<file path="config.mk">
export PLATFORM = sky130hd
export DESIGN_NAME = background_scroll_mapper_flat
export DESIGN_NICKNAME = d
export VERILOG_FILES = /design/src/rtl/background_scroll_mapper_if.sv /design/src/rtl/background_scroll_mapper.sv /design/src/flat_wrapper.sv
export SDC_FILE = /design/constraint.sdc
export NUM_CORES = 1
export LEC_CHECK = 0
export CORE_MARGIN = 3
export CORE_UTILIZATION = 50
export CTS_CLUSTER_SIZE = 28
export DETAILED_ROUTE_END_ITERATION = 10
export GPL_ROUTABILITY_DRIVEN = 0
export PLACE_DENSITY = 0.77
export SYNTH_ARGS = -nofsm -noshare
export SYNTH_HDL_FRONTEND = slang
export SYNTH_SLANG_ARGS = --single-unit
</file>
<file path="constraint.sdc">
create_clock -name clk -period 4.5 [get_ports clk]
set_input_delay 0.9 -clock clk [delete_from_list [all_inputs] [get_ports clk]]
set_output_delay 0.9 -clock clk [all_outputs]
set_load 0.01 [all_outputs]
</file>
<file path="src/rtl/background_scroll_mapper_if.sv">
// Pixel-stream, scroll, palette and ROM signals shared by the background scroll mapper.
interface background_scroll_mapper_if #(
    parameter int unsigned PIX_BITS = 2,
    parameter int unsigned ADDR_W   = 19
);
    logic [9:0]          DrawX;
    logic [9:0]          DrawY;
    logic                frame_start;
    logic [9:0]          scroll_in;
    logic                scroll_wr;
    logic                pal_we;
    logic [PIX_BITS-1:0] pal_idx;
    logic [23:0]         pal_rgb;
    logic [ADDR_W-1:0]   rom_addr;
    logic [PIX_BITS-1:0] rom_data;
    logic [7:0]          Red;
    logic [7:0]          Green;
    logic [7:0]          Blue;
    logic                bg_on;
    logic                scroll_err;

    modport slave (
        input  DrawX, DrawY, frame_start, scroll_in, scroll_wr,
        input  pal_we, pal_idx, pal_rgb, rom_data,
        output rom_addr, Red, Green, Blue, bg_on, scroll_err
    );

    modport master (
        output DrawX, DrawY, frame_start, scroll_in, scroll_wr,
        output pal_we, pal_idx, pal_rgb, rom_data,
        input  rom_addr, Red, Green, Blue, bg_on, scroll_err
    );
endinterface

</file>
<file path="src/rtl/background_scroll_mapper.sv">
// Maps VGA coordinates to a vertically scrolling background ROM and colours the
// returned pixel index through a register palette.
module background_scroll_mapper #(
    parameter int unsigned IMG_W    = 640,
    parameter int unsigned IMG_H    = 480,
    parameter int unsigned ORG_X    = 0,
    parameter int unsigned ORG_Y    = 0,
    parameter int unsigned WIN_W    = 640,
    parameter int unsigned WIN_H    = 480,
    parameter int unsigned PIX_BITS = 2,
    parameter int unsigned ROM_LAT  = 1,
    parameter int unsigned ADDR_W   = 19
) (
    input logic                         clk,
    input logic                         Reset_n,
    background_scroll_mapper_if.slave   bus
);
    localparam int unsigned CW    = 12;
    localparam int unsigned SW    = 10;
    localparam int unsigned PAL_N = 1 << PIX_BITS;

    logic [CW-1:0]     w_x, w_y, w_row_sum, w_row, w_col;
    logic              w_in_win;
    logic              w_wr_ok;
    logic              w_wr_rej;
    logic [ADDR_W-1:0] w_addr;

    logic [SW-1:0]     r_scroll_cur;
    logic [SW-1:0]     r_pending;
    logic              r_pend_v;
    logic              r_scroll_err;
    logic [ADDR_W-1:0] r_rom_addr;
    logic [ROM_LAT:0]  r_win_pipe;
    logic [23:0]       r_pal [PAL_N];
    logic [7:0]        r_red, r_green, r_blue;
    logic              r_bg_on;

    // Window test and wrapped row/column, kept wide so nothing truncates before the compare
    assign w_x       = CW'(bus.DrawX);
    assign w_y       = CW'(bus.DrawY);
    assign w_in_win  = (w_x >= CW'(ORG_X)) && (w_x < CW'(ORG_X + WIN_W)) &&
                       (w_y >= CW'(ORG_Y)) && (w_y < CW'(ORG_Y + WIN_H));
    assign w_row_sum = (w_y - CW'(ORG_Y)) + CW'(r_scroll_cur);
    assign w_row     = (w_row_sum >= CW'(IMG_H)) ? (w_row_sum - CW'(IMG_H)) : w_row_sum;
    assign w_col     = w_x - CW'(ORG_X);
    assign w_addr    = ADDR_W'(w_row) * ADDR_W'(IMG_W) + ADDR_W'(w_col);

    assign w_wr_ok   = bus.scroll_wr && (CW'(bus.scroll_in) < CW'(IMG_H));
    assign w_wr_rej  = bus.scroll_wr && !w_wr_ok;

    // Scroll offset only moves at frame_start; a same-cycle valid write bypasses pending
    always_ff @(posedge clk or negedge Reset_n) begin
        if (!Reset_n) begin
            r_scroll_cur <= '0;
            r_pending    <= '0;
            r_pend_v     <= 1'b0;
            r_scroll_err <= 1'b0;
        end else begin
            if (w_wr_rej) r_scroll_err <= 1'b1;
            if (bus.frame_start) begin
                if (w_wr_ok)       r_scroll_cur <= bus.scroll_in;
                else if (r_pend_v) r_scroll_cur <= r_pending;
                r_pend_v <= 1'b0;
            end else if (w_wr_ok) begin
                r_pending <= bus.scroll_in;
                r_pend_v  <= 1'b1;
            end
        end
    end

    // ROM address holds outside the window; in_win travels alongside the ROM latency
    always_ff @(posedge clk or negedge Reset_n) begin
        if (!Reset_n) begin
            r_rom_addr <= '0;
            r_win_pipe <= '0;
        end else begin
            if (w_in_win) r_rom_addr <= w_addr;
            r_win_pipe <= {r_win_pipe[ROM_LAT-1:0], w_in_win};
        end
    end

    always_ff @(posedge clk or negedge Reset_n) begin
        if (!Reset_n) begin
            for (int i = 0; i < int'(PAL_N); i++) begin
                r_pal[i] <= (i == 0) ? 24'hFFFFFF : ((i == 1) ? 24'hFFA500 : 24'h000000);
            end
        end else if (bus.pal_we) begin
            r_pal[bus.pal_idx] <= bus.pal_rgb;
        end
    end

    // Palette is read before any same-cycle write lands, so a collision returns the old entry
    always_ff @(posedge clk or negedge Reset_n) begin
        if (!Reset_n) begin
            r_red   <= '0;
            r_green <= '0;
            r_blue  <= '0;
            r_bg_on <= 1'b0;
        end else if (r_win_pipe[ROM_LAT]) begin
            {r_red, r_green, r_blue} <= r_pal[bus.rom_data];
            r_bg_on <= 1'b1;
        end else begin
            r_red   <= '0;
            r_green <= '0;
            r_blue  <= '0;
            r_bg_on <= 1'b0;
        end
    end

    assign bus.rom_addr   = r_rom_addr;
    assign bus.Red        = r_red;
    assign bus.Green      = r_green;
    assign bus.Blue       = r_blue;
    assign bus.bg_on      = r_bg_on;
    assign bus.scroll_err = r_scroll_err;
endmodule

</file>
<file path="src/flat_wrapper.sv">
// flat-port wrapper written by rule: the top's interface ports become plain ports
module background_scroll_mapper_flat 
#(
    parameter int unsigned IMG_W    = 640,
    parameter int unsigned IMG_H    = 480,
    parameter int unsigned ORG_X    = 0,
    parameter int unsigned ORG_Y    = 0,
    parameter int unsigned WIN_W    = 640,
    parameter int unsigned WIN_H    = 480,
    parameter int unsigned PIX_BITS = 2,
    parameter int unsigned ROM_LAT  = 1,
    parameter int unsigned ADDR_W   = 19
)
  (clk, Reset_n, bus_DrawX, bus_DrawY, bus_frame_start, bus_scroll_in, bus_scroll_wr, bus_pal_we, bus_pal_idx, bus_pal_rgb, bus_rom_data, bus_rom_addr, bus_Red, bus_Green, bus_Blue, bus_bg_on, bus_scroll_err);
  background_scroll_mapper_if #(.PIX_BITS(PIX_BITS), .ADDR_W(ADDR_W)) bus_i ();
  input logic clk;
  input logic Reset_n;
  input wire logic [$bits(bus_i.DrawX)-1:0] bus_DrawX;
  input wire logic [$bits(bus_i.DrawY)-1:0] bus_DrawY;
  input wire logic [$bits(bus_i.frame_start)-1:0] bus_frame_start;
  input wire logic [$bits(bus_i.scroll_in)-1:0] bus_scroll_in;
  input wire logic [$bits(bus_i.scroll_wr)-1:0] bus_scroll_wr;
  input wire logic [$bits(bus_i.pal_we)-1:0] bus_pal_we;
  input wire logic [$bits(bus_i.pal_idx)-1:0] bus_pal_idx;
  input wire logic [$bits(bus_i.pal_rgb)-1:0] bus_pal_rgb;
  input wire logic [$bits(bus_i.rom_data)-1:0] bus_rom_data;
  output wire logic [$bits(bus_i.rom_addr)-1:0] bus_rom_addr;
  output wire logic [$bits(bus_i.Red)-1:0] bus_Red;
  output wire logic [$bits(bus_i.Green)-1:0] bus_Green;
  output wire logic [$bits(bus_i.Blue)-1:0] bus_Blue;
  output wire logic [$bits(bus_i.bg_on)-1:0] bus_bg_on;
  output wire logic [$bits(bus_i.scroll_err)-1:0] bus_scroll_err;
  assign bus_i.DrawX = bus_DrawX;
  assign bus_i.DrawY = bus_DrawY;
  assign bus_i.frame_start = bus_frame_start;
  assign bus_i.scroll_in = bus_scroll_in;
  assign bus_i.scroll_wr = bus_scroll_wr;
  assign bus_i.pal_we = bus_pal_we;
  assign bus_i.pal_idx = bus_pal_idx;
  assign bus_i.pal_rgb = bus_pal_rgb;
  assign bus_i.rom_data = bus_rom_data;
  assign bus_rom_addr = bus_i.rom_addr;
  assign bus_Red = bus_i.Red;
  assign bus_Green = bus_i.Green;
  assign bus_Blue = bus_i.Blue;
  assign bus_bg_on = bus_i.bg_on;
  assign bus_scroll_err = bus_i.scroll_err;
  background_scroll_mapper #(.IMG_W(IMG_W), .IMG_H(IMG_H), .ORG_X(ORG_X), .ORG_Y(ORG_Y), .WIN_W(WIN_W), .WIN_H(WIN_H), .PIX_BITS(PIX_BITS), .ROM_LAT(ROM_LAT), .ADDR_W(ADDR_W)) u_core (.clk(clk), .Reset_n(Reset_n), .bus(bus_i));
endmodule
</file>
# Word level (Yosys, flattened, before mapping)
# Cells that the tools add are included.
# classes
n_lt_le_gt_ge	9
add_sub_neg	3
bitwise	3
mul	1
muxes	15
n_reduce_logical	11
# ops
operator	count
96-bit bitwise mux	1
24-bit two-way mux	3
24-bit binary-select mux with 2-bit select	1
24-bit demux with 2-bit select	1
8-bit two-way mux	3
10-bit by 1-bit >= comparator with 1-bit output, second input constant	2
10-bit by 9-bit < comparator with 1-bit output, second input constant	2
10-bit two-way mux	2
19-bit by 10-bit adder with 19-bit output	1
12-bit by 9-bit >= comparator with 1-bit output, second input constant	1
12-bit by 3-bit multiplier with 12-bit output, second input constant	1
12-bit two-way mux	1
12-bit by 9-bit subtractor with 12-bit output, second input constant	1
10-bit by 10-bit adder with 11-bit output	1
10-bit < comparator, second input constant	1
3-bit >= comparator, second input constant	2
1-bit logical AND	6
2-bit inverter with 3-bit output	2
2-bit AND reduction	2
2-bit nonzero test	2
3-bit by 1-bit < comparator with 1-bit output, second input constant	1
1-bit two-way mux	3
1-bit logical NOT	1
1-bit inverter	1
# totals
elab_cells	56
inputBits	63
register_bits	164
out_inout_bits	45

# Longest topological paths before layout
# Gate-level depths: netlist of run 1.
# logic_depth
ltp_word	6
mapped_depth	20

# Worst setup path after synthesis of run 1
# No wires, ideal clock.
# synth_path
kind	input to register
startpoint	in bus_DrawY[0]
endpoint	reg u_core.r_rom_addr[18] (netlist: u_core.bus.rom_addr[18])
setup_time_ns	0.125
arrival_ns	5.146
path_slack_ns	-0.771
path_stages	19
path_buffers	0
path_cell_list	ha_1 fa_1 a21o_1 a221oi_2 a21oi_4 xor2_2 nand4_1 nand3_1 mux2_2 ha_1 ha_1 or2_2 o311a_1 o31a_1 o22ai_1 xor2_1 xnor2_1 xnor2_1 mux2_4
# synth_via
elab_chain_len	5
elab_cells_between_ends	10
classes_between	add/sub: 3; mul: 1; order compare: 3; mux: 1; reduce/logical: 2
# synth_rtl
element	line_no	rtl
start: declaration	flat_wrapper.sv:19	input wire logic [$bits(bus_i.DrawY)-1:0] bus_DrawY;
10-bit by 10-bit adder with 11-bit output	background_scroll_mapper.sv:43	assign w_row_sum = (w_y - CW'(ORG_Y)) + CW'(r_scroll_cur);
12-bit by 9-bit subtractor with 12-bit output / 12-bit by 9-bit >= comparator with 1-bit output (equally long branches)	background_scroll_mapper.sv:44	assign w_row = (w_row_sum >= CW'(IMG_H)) ? (w_row_sum - CW'(IMG_H)) : w_row_sum;
12-bit two-way mux	background_scroll_mapper.sv:44	
12-bit by 3-bit multiplier with 12-bit output	background_scroll_mapper.sv:46	assign w_addr = ADDR_W'(w_row) * ADDR_W'(IMG_W) + ADDR_W'(w_col);
19-bit by 10-bit adder with 19-bit output	background_scroll_mapper.sv:46	
end signal: assignment	background_scroll_mapper.sv:77	if (w_in_win) r_rom_addr <= w_addr;
end: declaration	background_scroll_mapper.sv:32	logic [ADDR_W-1:0] r_rom_addr;
# Several ways; a longest one is shown, not always the timed one.
# A chain may end at the register's enable or synchronous reset.

# Worst setup path in the final report of run 1
# Ends and elaborated chain as after synthesis.

==> metrics, run 1 <==
Worst EP arrival=4950 ps; Avg Vias per Cell=5.25; Vias=5021; final non-filler cell total=956; Switching Share=0.339; Routed WL=16500 µm; Initial Utilization=0.514; Layout Skew=6.92 ps; Cell variety after synth=47; failing checks=negative setup slack; P&R area growth vs syn=32.3%; Avg Cell Area, Syn=13.9 µm²; Nets=829; CORE AREA=15300 µm²; TritonCTS Buffers=17; post-synthesis sequential area ratio=0.529; YS warnings=0; Startpoint Class=input pin; clock buffer depth=2; total grt overflow=0; total power=0.00742 W; syn nets=660; worst path required time=4800 ps; combinational share of power=0.546; Final Cycle Share=1.03; crit end category=flip-flop; hpwl dp=11100 µm; Static Leak=4.46 nW; Max-slew headroom=0.300; Final setup viols=2; number of flops mapped to enable cells by yosys=0; Clk Latency, worst-skew pair=420 ps; WS Path Type=input pin to flip-flop; Most used DFF post-synth=dfrtp_1; Mapped Area=7850 µm²; Final WS setup=-144 ps; peak supply drop=0.000730 V; final hold viol count=0; DR WL/cell=17.2 µm; outcome=finished, violations left; num rows=45; initial antenna violation count=1; Routed Antenna Nets=0; register bit count reported by yosys=164; Worst-path clk slew=60 ps; # IOs=108; Initial DRT Pass Iterations=4; RSZ-0062 raised after global routing=yes; n_diodes=0; number of port buffers=107; Hold Buf Count CTS=0; Die Height=131 µm; Slew Limit Fails=0; Clock power frac=0.188; Die Wd=131 µm; Mapped Cells=563; fmax=215 MHz; most frequent cells in the layout=dfrtp_1, mux2_2, clkdlybuf4s50_1; H-tree Lvls=4; dpl ws=-976 ps; commonest non-fill, non-tap cell in the layout=dfrtp_1; vias in the first global route=5539; Clock Sinks=164; worst hold path type=flip-flop to flip-flop; sequential power share=0.266; gr usage total=0.201; drt initial violations=180; NetSw=0.00252 W; fraction of layout cells with a size suffix above 1=0.424; Min Hold Slack=356 ps; largest net degree at the start of global routing=109; Critical Path Fanout Max=3; Power Internal=0.00491 W; min Tclk post-route=4640 ps; worst-margin pin slew=1050 ps; Post-synth ARST share=1.00; die area=17200 µm²; drt drc=0; CTS tree=yes; first-pass GRT wire length=27900 µm; Pwr Density=715 nW/µm²; Total Neg Setup Slack=-238 ps; dpl cells=919; Max-Cap Viols=0; Root Driver=clkbuf_16
[power by group through the flow]
| stage | clock (W) | combinational [W] | sequential (W) |
|---|---|---|---|
| final | 0.00140 | 0.00405 | 0.00197 |
| after detailed placement | 0 | 0.00369 | 0.00199 |
| after global placement | 0 | 0.00358 | 0.00197 |
| after global routing | 0.00148 | 0.00445 | 0.00201 |
| after floorplan | 0 | 0.00227 | 0.00198 |
| after CTS | 0.00143 | 0.00384 | 0.00197 |
[area by class of cell]
class,instances,area [µm²]
Fill cell,1044,4880
Sequential cell,164,4150
Multi-Input combinational cell,370,3810
Timing Repair Buffer,172,1560
Clock buffer,18,429
Tap cell,211,264
Clock inverter,14,148
Inverter,7,26.3
[worst max-delay path: stages]
cell and delay [ps]:
buf_6 90, ha_4 150, fa_2 340, a21o_1 200
a221oi_4 320, buf_6 160, xnor2_4 120, nand4_1 150
nand3_2 140, mux2_4 330, ha_4 280, ha_4 190
or2_4 250, o311a_1 150, o31a_1 350, a21oi_4 140
nand4_1 130, xnor2_1 200, xnor2_1 100, mux2_4 250
[metrics by stage]
stage                      util  area (µm²)
final                     0.680       10400
after global routing      0.680       10400
after global placement    0.631        9630
after detailed placement  0.631        9630
after CTS                 0.677       10300
after floorplan               -        7920
[registers in the layout (all words and copies together) (netlist names)]
register               count
u_core.r_win_pipe          2
u_core.r_scroll_cur       10
u_core.r_pend_v            1
u_core.bus.rom_addr       19
u_core.bus.bg_on           1
u_core.r_pending          10
u_core.bus.Blue            8
u_core.r_pal              96
u_core.bus.Red             8
u_core.bus.Green           8
u_core.bus.scroll_err      1
[path summary, 6_finish.rpt]
check / startpoint / end / slack, ps / depth (start not counted)
worst max-delay path: bus_DrawY[0] / u_core.bus.rom_addr[18]$_DFFE_PN0P_ / -140 / 20
worst min-delay path: u_core.r_win_pipe[0]$_DFF_PN0_ / u_core.r_win_pipe[1]$_DFF_PN0_ / 360 / 0
worst max register to register: u_core.r_scroll_cur[0]$_DFFE_PN0P_ / u_core.bus.rom_addr[18]$_DFFE_PN0P_ / -40 / 19
worst min register to register: u_core.r_win_pipe[0]$_DFF_PN0_ / u_core.r_win_pipe[1]$_DFF_PN0_ / 360 / 0
max in group asynchronous: Reset_n / u_core.r_pal[75]$_DFFE_PN1P_ / 2880 / 2
min in group asynchronous: Reset_n / u_core.bus.Blue[6]$_DFF_PN0_ / 590 / 1
[timing repair]
action,4_1_cts,5_1_grt
cloned,0,0
resized for setup,29,7
buffers inserted,3,2
pin swaps,22,10
setup endpoints to repair,5,4
[logic make-up (layout without fill, tap and decap cells)]
kind of cell	count (synthesis)	count (layout)	synth area share
DFF	164	164	0.529
muxes	153	153	0.253
and+or+nand+nor	96	96	0.0633
AOI/OAI and AO/OA	64	64	0.0572
adders and majority gates	34	34	0.0571
buffers and inverters	29	211	0.0142
xor gates and xnor gates	23	23	0.0266
[per-layer routing]
| layer | track usage | share of wire | up-vias |
|---|---|---|---|
| met4 | 0.0653 | 0.016 | 2 |
| met5 | 0 | 0.00055 | - |
| met3 | 0.0398 | 0.031 | 18 |
| met2 | 0.347 | 0.51 | 89 |
| li1 | - | - | 2385 |
| met1 | 0.255 | 0.44 | 2527 |
[cell usage after synthesis (3+ instances only)]
cell type | n | area share
inv_1 | 7 | 0.0033
a211oi_1 | 3 | 0.0029
dfstp_2 | 36 | 0.12
a21o_1 | 8 | 0.0077
clkbuf_1 | 18 | 0.0086
ha_1 | 31 | 0.049
fa_1 | 3 | 0.0077
nand2_1 | 13 | 0.0062
mux2i_1 | 10 | 0.013
dfrtp_1 | 128 | 0.41
xnor2_1 | 12 | 0.013
o21a_1 | 3 | 0.0029
o21ai_0 | 9 | 0.0057
nand3_1 | 10 | 0.0064
mux4_2 | 24 | 0.069
nor2_1 | 29 | 0.014
mux2_2 | 118 | 0.17
a21oi_1 | 23 | 0.015
and2_1 | 26 | 0.021
xor2_1 | 10 | 0.011
or2_2 | 4 | 0.0032
nand4_1 | 3 | 0.0024
Power figures use the tool's default switching activity.
==> run 2: changes to the inputs <==
--- a/config.mk
+++ b/config.mk
@@ -9,7 +9,6 @@
 export CORE_UTILIZATION = 50
 export CTS_CLUSTER_SIZE = 28
 export DETAILED_ROUTE_END_ITERATION = 10
-export GPL_ROUTABILITY_DRIVEN = 0
 export PLACE_DENSITY = 0.77
 export SYNTH_ARGS = -nofsm -noshare
 export SYNTH_HDL_FRONTEND = slang
==> results of run 2 <==
No change in the layout: final DEF, timing and power equal those of run 1.
==> variant: new RTL, settings of run 1 <==
`PIX_BITS` is set to 2 in 3 places; all go to 3.
--- a/src/rtl/background_scroll_mapper_if.sv
+++ b/src/rtl/background_scroll_mapper_if.sv
@@ -2,3 +2,3 @@
 interface background_scroll_mapper_if #(
-    parameter int unsigned PIX_BITS = 2,
+    parameter int unsigned PIX_BITS = 3,
     parameter int unsigned ADDR_W   = 19
--- a/src/rtl/background_scroll_mapper.sv
+++ b/src/rtl/background_scroll_mapper.sv
@@ -9,3 +9,3 @@
     parameter int unsigned WIN_H    = 480,
-    parameter int unsigned PIX_BITS = 2,
+    parameter int unsigned PIX_BITS = 3,
     parameter int unsigned ROM_LAT  = 1,
--- a/src/flat_wrapper.sv
+++ b/src/flat_wrapper.sv
@@ -9,3 +9,3 @@
     parameter int unsigned WIN_H    = 480,
-    parameter int unsigned PIX_BITS = 2,
+    parameter int unsigned PIX_BITS = 3,
     parameter int unsigned ROM_LAT  = 1,
Interface: changed (resized bus_pal_idx and bus_rom_data); port bits go from 108 to 110. The function was not compared with the original's and may differ.
==> variant against run 1 <==
Sequential power is 61% higher. Design area increased by 50%. Sequential cell count is 96 higher. Wire length rose by 61%. The run still ends with negative setup slack left. Die area up 53%. Setup slack better by 0.050 ns. Power increased by 36%. Register-to-register slack got worse by 0.02 ns. First-iteration DRC count is 130% higher. Area after synthesis up 56%.
==> variant: results (changes against run 1) <==
| Metric | Value |
|---|---|
| Run status | `finished with violations` |
| Violated checks | `negative setup slack` |
| Syn_nets | `928 (+41%)` |
| Largest net degree at the start of global routing | `126 (+16%)` |
| Post-Synth Adder-Cell Area | `0.0366 (-0.0205)` |
| First-pass GRT wire length | `43.0 mm (+54%)` |
| Worst hold margin | `0.348 ns (-0.00788 ns)` |
| DR WL/cell | `19.5 microns (+13%)` |
| Gr usage total | `0.203 (+0.00276)` |
| Worst path max stage delay | `0.35 ns (about the same)` |
| Clk root buf | `clkbuf_16` |
| Vias in the first global route | `8143 (+47%)` |
| WP data arrival | `5.01 ns (+0.06 ns)` |
| Area contributors post-synth | `dfrtp_1 46%, mux2_2 20%, mux4_2 8.8%, dfstp_2 7.7%, ha_1 3.2%` |
| Routed via count | `7584 (+51%)` |
| Setup TNS | `-0.0944 ns (+0.144 ns)` |
| Final nets | `1123 (+35%)` |
| Max rail drop VDD | `0.578 mV (-21%)` |
| Antenna violations before repair | `0 (-1)` |
| CTS Buf Count | `28 (+11)` |
| Critical R2R Launch | `u_core.r_scroll_cur[0]$_DFFE_PN0P_` |
| CP Max Fanout | `4 (+1)` |
| Hold Crit Start | `u_core.r_win_pipe[0]$_DFF_PN0_` |
| DRT iter0 DRCs | `418 (+130%)` |
| I/O Buffers | `109 (+1.9%)` |
| Yosys cell types | `52 (+11%)` |
| Clock transition at the registers of the reported paths | `0.06 ns (about the same)` |
| FF-to-FF setup slack | `-0.06 ns (-0.02 ns)` |
| Antenna cells | `0 (unchanged)` |
| DRT Pass-1 Iters | `4 (unchanged)` |
| Worst setup endpoint | `u_core.bus.rom_addr[18]$_DFFE_PN0P_` |
| Min-delay worst type | `reg -> reg` |
| Final setup fails | `1 (-1)` |
| Critical-path top delay cell | `mux2_4` |
| Worst setup margin | `-0.0944 ns (+0.0495 ns)` |
| Synth top cells by count | `224 x dfrtp_1, 214 x mux2_2, 48 x mux4_2` |
| Clock latency at the later pin of the worst-skew pair | `0.55 ns (+0.13 ns)` |
| Hold-fix buffers, CTS | `0 (unchanged)` |
| Setup Skew | `0.0196 ns (+0.0127 ns)` |
| Static Leakage | `6.64 nW (+49%)` |
| Compound-gate portion of the synthesized area | `0.0380 (-0.0193)` |
| Worst Setup SP | `bus_DrawY[0]` |
| Multiplexer share of the synthesized area | `0.314 (+0.0616)` |
| Sequential fraction of the synthesis area | `0.536 (+0.00695)` |
| Synth Area in XOR/XNOR | `0.0169 (-0.00975)` |
| Max reg flops | `192 (+100%)` |
| Max clock buf depth | `3 (+1)` |
| Biggest register | `u_core.r_pal` |
| Share of layout cells above drive strength 1 | `0.475 (+0.0504)` |
| H-tree Lvls | `1 (-3)` |
| Slew @ Worst Pin | `1.01 ns (-0.0423 ns)` |
| Final HPWL DP | `15.8 mm (+43%)` |
## variant: cell count changes after synthesis, sizes merged, moves of 3 or more
cell    before  now
nor2b        1   26
nand3       10    6
nand4b       0    4
and2        26    3
dfrtp      128  224
a21o         8   12
clkbuf      18   34
buf          4    8
mux2       119  215
mux2i       10   34
mux4        24   48
nor3         2    7
nor2        29   26
## variant: stage by stage
step           std cells   util  cell area, sq um  worst slack, ns
4_1_cts             1357  0.647             15400           -0.212
6_report            1362  0.654             15500          -0.0944
3_5_place_dp        1291  0.600             14200            -1.19
5_1_grt             1362  0.654             15500           -0.267
3_3_place_gp        1291  0.600             14200            -1.04
2_1_floorplan        829      -             12300           -0.508
## variant: routing by layer
metal | track usage | share of wire | vias up
met5 | 0 | 0 | -
met4 | 0.0442 | 0.018 | 0
met3 | 0.0351 | 0.047 | 41
met2 | 0.353 | 0.51 | 153
met1 | 0.271 | 0.43 | 3950
li1 | - | - | 3440
## variant: power by group
part	leakage, nW	switching (mW)	total (mW)	internal (mW)
Sequential	3.09	0.262	3.17	2.90
Combinational	3.14	1.93	4.74	2.81
Clock	0.407	0.915	2.16	1.24
## variant: what timing repair did
action / 4_1_cts / 5_1_grt
resized for setup: 40 / 21
setup buffers: 17 / 6
pin swaps: 23 / 11
endpoints found under the setup margin: 5 / 2
## variant: final cells by class
type	count	area [sq um]
fillers	1633	8220
flip-flops and latches	260	6550
multi-input cells	519	5860
repair buffers	207	1830
clock buffers	42	773
well taps	319	399
clock inverters	7	83.8
inverters	8	30.0
